File: config.mk
export PLATFORM = sky130hd
export DESIGN_NAME = apb_master_ctrl
export DESIGN_NICKNAME = d
export VERILOG_FILES = /design/src/rtl/apb_master_ctrl.sv
export SDC_FILE = /design/constraint.sdc
export NUM_CORES = 1
export LEC_CHECK = 0
export CORE_MARGIN = 2
export CORE_UTILIZATION = 44
export DETAILED_ROUTE_END_ITERATION = 12
export PLACE_DENSITY = 0.84
export SLEW_MARGIN = 20
export SYNTH_ARGS = -nofsm -noshare
export SYNTH_HDL_FRONTEND = slang
export SYNTH_SLANG_ARGS = --single-unit
File: constraint.sdc
create_clock -name clk -period 7.25 [get_ports clk]
set_input_delay 1.45 -clock clk [delete_from_list [all_inputs] [get_ports clk]]
set_output_delay 1.45 -clock clk [all_outputs]
set_load 0.01 [all_outputs]
File: src/rtl/apb_master_ctrl.sv
// APB master bridge: converts a valid/ready command stream into APB SETUP/ACCESS
// transfers and returns one registered response per command (timeout aborts flagged).
module apb_master_ctrl #(
  parameter int ADDR_W  = 8,
  parameter int DATA_W  = 32,
  parameter int TIMEOUT = 15
) (
  input  logic              clk,
  input  logic              rst,
  input  logic              cmd_valid_i,
  output logic              cmd_ready_o,
  input  logic              cmd_write_i,
  input  logic [ADDR_W-1:0] cmd_addr_i,
  input  logic [DATA_W-1:0] cmd_wdata_i,
  output logic              rsp_valid_o,
  output logic [DATA_W-1:0] rsp_rdata_o,
  output logic              rsp_err_o,
  output logic              psel_o,
  output logic              penable_o,
  output logic              pwrite_o,
  output logic [ADDR_W-1:0] paddr_o,
  output logic [DATA_W-1:0] pwdata_o,
  input  logic [DATA_W-1:0] prdata_i,
  input  logic              pready_i
);

  localparam int CNT_W = (TIMEOUT > 0) ? $clog2(TIMEOUT + 1) : 1;
  localparam logic [CNT_W-1:0] TO_VAL = CNT_W'(TIMEOUT);

  typedef enum logic [1:0] {IDLE, SETUP, ACCESS} state_t;

  state_t              state_q, state_d;
  logic [CNT_W-1:0]    cnt_q, cnt_d;
  logic                write_q, write_d;
  logic [ADDR_W-1:0]   addr_q, addr_d;
  logic [DATA_W-1:0]   wdata_q, wdata_d;
  logic                rsp_valid_q, rsp_valid_d;
  logic [DATA_W-1:0]   rsp_rdata_q, rsp_rdata_d;
  logic                rsp_err_q, rsp_err_d;
  logic                ready;
  logic                load;
  logic                timeout;

  function automatic logic [CNT_W-1:0] sat_inc(input logic [CNT_W-1:0] v);
    return (&v) ? v : v + CNT_W'(1);
  endfunction

  assign timeout = (TIMEOUT > 0) && (state_q == ACCESS) && !pready_i && (cnt_q == TO_VAL);

  always_comb begin
    state_d     = state_q;
    cnt_d       = cnt_q;
    write_d     = write_q;
    addr_d      = addr_q;
    wdata_d     = wdata_q;
    rsp_valid_d = 1'b0;
    rsp_rdata_d = rsp_rdata_q;
    rsp_err_d   = rsp_err_q;
    ready       = 1'b0;
    load        = 1'b0;
    case (state_q)
      IDLE: begin
        ready = 1'b1;
        if (cmd_valid_i) begin
          load    = 1'b1;
          state_d = SETUP;
        end
      end
      SETUP: state_d = ACCESS;
      ACCESS: begin
        if (pready_i) begin
          ready       = 1'b1;
          rsp_valid_d = 1'b1;
          rsp_rdata_d = write_q ? '0 : prdata_i;
          rsp_err_d   = 1'b0;
          if (cmd_valid_i) begin
            load    = 1'b1;
            state_d = SETUP;
          end else begin
            state_d = IDLE;
          end
        end else if (timeout) begin
          // Abort: ready stays low so no command slips in on the abort edge.
          state_d     = IDLE;
          rsp_valid_d = 1'b1;
          rsp_rdata_d = '0;
          rsp_err_d   = 1'b1;
        end else begin
          cnt_d = sat_inc(cnt_q);
        end
      end
      default: state_d = IDLE;
    endcase
    if (load) begin
      write_d = cmd_write_i;
      addr_d  = cmd_addr_i;
      wdata_d = cmd_write_i ? cmd_wdata_i : '0;
      cnt_d   = '0;
    end
  end

  always_ff @(posedge clk or posedge rst) begin
    if (rst) begin
      state_q     <= IDLE;
      cnt_q       <= '0;
      write_q     <= 1'b0;
      addr_q      <= '0;
      wdata_q     <= '0;
      rsp_valid_q <= 1'b0;
      rsp_rdata_q <= '0;
      rsp_err_q   <= 1'b0;
    end else begin
      state_q     <= state_d;
      cnt_q       <= cnt_d;
      write_q     <= write_d;
      addr_q      <= addr_d;
      wdata_q     <= wdata_d;
      rsp_valid_q <= rsp_valid_d;
      rsp_rdata_q <= rsp_rdata_d;
      rsp_err_q   <= rsp_err_d;
    end
  end

  assign cmd_ready_o = ready;
  assign psel_o      = (state_q != IDLE);
  assign penable_o   = (state_q == ACCESS);
  assign pwrite_o    = write_q;
  assign paddr_o     = addr_q;
  assign pwdata_o    = wdata_q;
  assign rsp_valid_o = rsp_valid_q;
  assign rsp_rdata_o = rsp_rdata_q;
  assign rsp_err_o   = rsp_err_q;

endmodule

Word-level counts from Yosys, hierarchy flattened --
Cells that the tools add are included.
Word-level totals: input port bits 77, output and inout port bits 78, logic and storage cells 52, register bits after elaboration 81
Cells by class: add/subtract/negate cells 1, reduce and logical (&&, ||, !) cells 11, eq/ne operators 8, multiplexer cells 24
Operators by type and width (number):
- $mux W32 | 4
- $mux W4 | 5
- $mux W1 | 9
- $reduce_and A4 Y1 | 2
- $mux W2 | 3
- $ne A2 B2 Y1 const B | 3
- $pmux W2 S3 | 1
- $reduce_bool A2 Y1 | 3
- $add A4 B1 Y4 const B | 1
- $eq A4 B4 Y1 const B | 1
- $pmux W1 S2 | 2
- $reduce_and A2 Y1 | 2
- $ne A3 B1 Y1 const B | 1
- $eq A2 B1 Y1 const B | 1
- $eq A2 B2 Y1 const B | 1
- $logic_and A1 B1 Y1 | 2
- $logic_not A2 Y1 | 1
- $ne A2 B1 Y1 const B | 1
- $logic_not A1 Y1 | 1

Depth between registers and ports, before layout --
depth in word-level cells 7, mapped depth 6, gate-level depth less buffers 4

Worst setup path before layout --
Ideal clock, no wire load.
path kind input port to output port, from input port pready_i, to output port cmd_ready_o, required time 5.800 ns, data arrival time 1.676 ns, slack 4.124 ns, buffers on the path 0, stages 2, cell sequence nor2b_2 nor2_1
Between the ends: word-level cells in the longest chain between the ends 2
RTL lines:
- start: declaration | line 24 | input logic pready_i
- $mux W1 | line 71 | if (pready_i) begin
- $pmux W1 S2 | line 61 | case (state_q)
- end: declaration | line 11 | output logic cmd_ready_o,
Every way passes these cells.

Final worst setup path --
Ends and elaborated chain as after synthesis.

==> summary.txt <==
Status
  – Status: complete, no violations

Clock tree
  – Num CTS Buffers: 9
  – Hold-fix buffers, CTS: 0
  – Root Buffer: clkbuf_8
  – Post-CTS Setup Bufs: 0
  – Num Clock Sinks: 81
  – Worst-path clk slew: 0.08 ns
  – Clk_lat worst skew: 0.34 ns
  – CTS Buffer Depth: 2
  – CTS tree: yes
  – H-tree levels: 3
  – PostCTS Resize Cnt: 0

Synthesis
  – EDFF count, synth: 0
  – Post-synth ARST share: 100%
  – Top post-synthesis cells by area: dfrtp_1, mux2i_1, a22o_1
  – Most frequent cell after synthesis: dfrtp_1
  – Post-synthesis sequential area ratio: 61.8%
  – Synthesis Warnings: 0
  – Most used DFF post-synth: dfrtp_1
  – Synthesized area: 3280 sq um
  – Synthesized flop and latch total: 81
  – Mean Syn Cell Area: 12.2 sq um
  – Commonest cells in the synthesized netlist: dfrtp_1, inv_1, mux2i_1, a22o_1, nand2_1
  – Cell accounting for the most synthesized area: dfrtp_1
  – Synth unique cells: 27
  – Share of the synthesized area in the top cell type: 61.8%
  – Synthesized net count: 346
  – Cells after Synth: 268

Timing
  – Setup_tns: 0 ns
  – Worst Tran Pin Value: 0.727 ns
  – Period utilization: 58.3%
  – RSZ-0062 raised after global routing: no
  – Worst Skew: 0.00698 ns
  – Hold Fails Final Rpt: 0
  – Max-slew violation count: 0
  – Max Fclk: 237 MHz
  – Slew HR: 51.5%
  – Final setup viols: 0
  – Tmin final: 4.23 ns

Route
  – DR pass1 iterations: 4
  – Final ANT Viol Nets: 0
  – Vias after detailed routing: 2538
  – Remaining DRCs: 0
  – Via density: 4.86
  – Routed WL: 7.89 mm
  – Routed wire per std cell: 15.1 microns
  – 1st-iter DRT viols: 50

Placed design
  – Final GP Congestion: 0.728
  – DP Area: 4880 sq um
  – I/O Buffers: 154
  – Post-DP HPWL: 5.49 mm

Floorplanning
  – Starting Density: 45.2%
  – Die area: 8160 sq um
  – FP Rows: 31
  – Die width: 90.3 microns
  – # IOs: 155
  – Core ar.: 7250 sq um
  – Chip Height: 90.3 microns

Setup path
  – Crit Path Class: in2out
  – CP max stage cell: clkdlybuf4s50_1
  – Crit path max fanout: 6
  – CP Cell Sequence: clkdlybuf4s50_1, nor2b_2, nor2_1, clkdlybuf4s50_1
  – Startpoint Class: input port
  – Crit path required time: 5.80 ns
  – Max incr delay on CP: 0.59 ns
  – Critical path endpoint category: primary output
  – Crit path top cell by count: clkdlybuf4s50_1
  – CP arrival: 2.78 ns
  – Setup slack, reg-to-reg: 5.41 ns

Layout
  – Register area: 2030 sq um
  – Share of post-route cells with drive strength above 1: 8.51%
  – Layout overhead on the synthesized area: 55.4%
  – Final Net Count: 497
  – Ant diodes: 0
  – Footprint of the multi-input gates: 1020 sq um
  – Cell area after layout: 5100 sq um
  – # fillers: 543

Flow run
  – Reported max-cap violation count: 0

Global route
  – Met3 Resource Use GR: 6.09%
  – Met1 usage: 25.5%
  – Largest net degree at the start of global routing: 82
  – Initial antenna violation count: 0
  – First-pass GRT wire length: 12.8 mm
  – M2 GR Usage: 31.8%
  – GR peak layer: met2
  – Total grt overflow: 0
  – Vias in the first global route: 2507
  – Total Routing Usage GR: 19.8%

Hold path
  – Worst hold path type: reg2reg

Power
  – Leakage: 0.00229 uW
  – PD cells: 312 nW/um^2
  – Maximum vdd drop: 0.000139 V
cell families (layout without fill, tap and decap cells):
logic type,after synthesis,after routing,synth area share [%]
flip-flops,81,81,61.8
buffers and inverters,54,209,7.33
AO/OA/AOI/OAI,42,42,10.4
adder cells (fa/ha/maj),1,1,0.381
AND/OR/NAND/NOR,47,47,6.64
multiplexers,43,43,13.5
routing by layer:
metal  vias to the layer above  share of wire (%)
li1                       1199                  -
met1                      1230                 45
met2                       103                 47
met3                         6                7.3
met4                         0               0.91
met5                         -                  0
cell type report:
cell class / instances / share of cell area, %
inverter: 36 / 2.68
sequential: 81 / 39.8
multi-input combinational: 133 / 20.0
clock buffer: 9 / 2.43
tap: 99 / 2.43
clock inverter: 6 / 1.82
timing repair buffer: 158 / 30.9
worst max-delay path: cells and delay by family:
| family | cells | cell delay [ns] |
|---|---|---|
| buffers and inverters | 2 | 1.14 |
| AND/OR/NAND/NOR | 2 | 0.19 |
report_power, final:
group	internal, uW	switching (uW)	leakage (uW)
logic	356	218	0.00114
clock network	194	167	0.000102
registers	581	72.2	0.00104
total	1130	457	0.00229
state kept, by name (all words and copies together) (netlist names):
| name | count |
|---|---|
| pwdata_o | 32 |
| rsp_rdata_o | 32 |
| paddr_o | 8 |
| cnt_q | 4 |
| state_q | 2 |
| pwrite_o | 1 |
| rsp_err_o | 1 |
| rsp_valid_o | 1 |
path summary, 6_finish.rpt:
| kind | start | to | cells past startpoint |
|---|---|---|---|
| worst max-delay path | pready_i | cmd_ready_o | 4 |
| worst min-delay path | rsp_rdata_o[27] | rsp_rdata_o[27] | 1 |
| max in group asynchronous | rst | rsp_valid_o | 3 |
| min in group asynchronous | rst | rsp_rdata_o[6] | 3 |
| worst max register to register | state_q[1] | paddr_o[1] | 4 |
| worst min register to register | rsp_rdata_o[27] | rsp_rdata_o[27] | 1 |
cell usage in the layout (no fill, tap or decap), types with 2 or more instances in the layout:
master and n:
a21oi_1 4, a22o_1 32, buf_4 3, bufinv_16 2, clkbuf_8 9, clkdlybuf4s50_1 154
clkinvlp_4 2, dfrtp_1 81, inv_1 35, mux2_2 9, mux2i_1 34, nand2_1 32
nand3_1 4, nor2b_2 2, o21ai_0 2, o31ai_1 2
stage by stage:
| stage | std cells | hold WS (ns) | setup WS, ns | util (%) | total power (uW) |
|---|---|---|---|---|---|
| 4_1_cts | 522 | 0.513 | 3.01 | 70.2 | 1600 |
| 6_report | 522 | 0.510 | 3.02 | 70.3 | 1590 |
| 5_1_grt | 522 | 0.523 | 2.94 | 70.3 | 1670 |
| 2_1_floorplan | 268 | 0.464 | 3.72 | - | 892 |
| 3_5_place_dp | 507 | 0.491 | 3.02 | 67.2 | 1240 |
| 3_3_place_gp | 507 | 0.487 | 3.04 | 67.2 | 1220 |
Note: power is estimated with default switching activity, not from simulation.
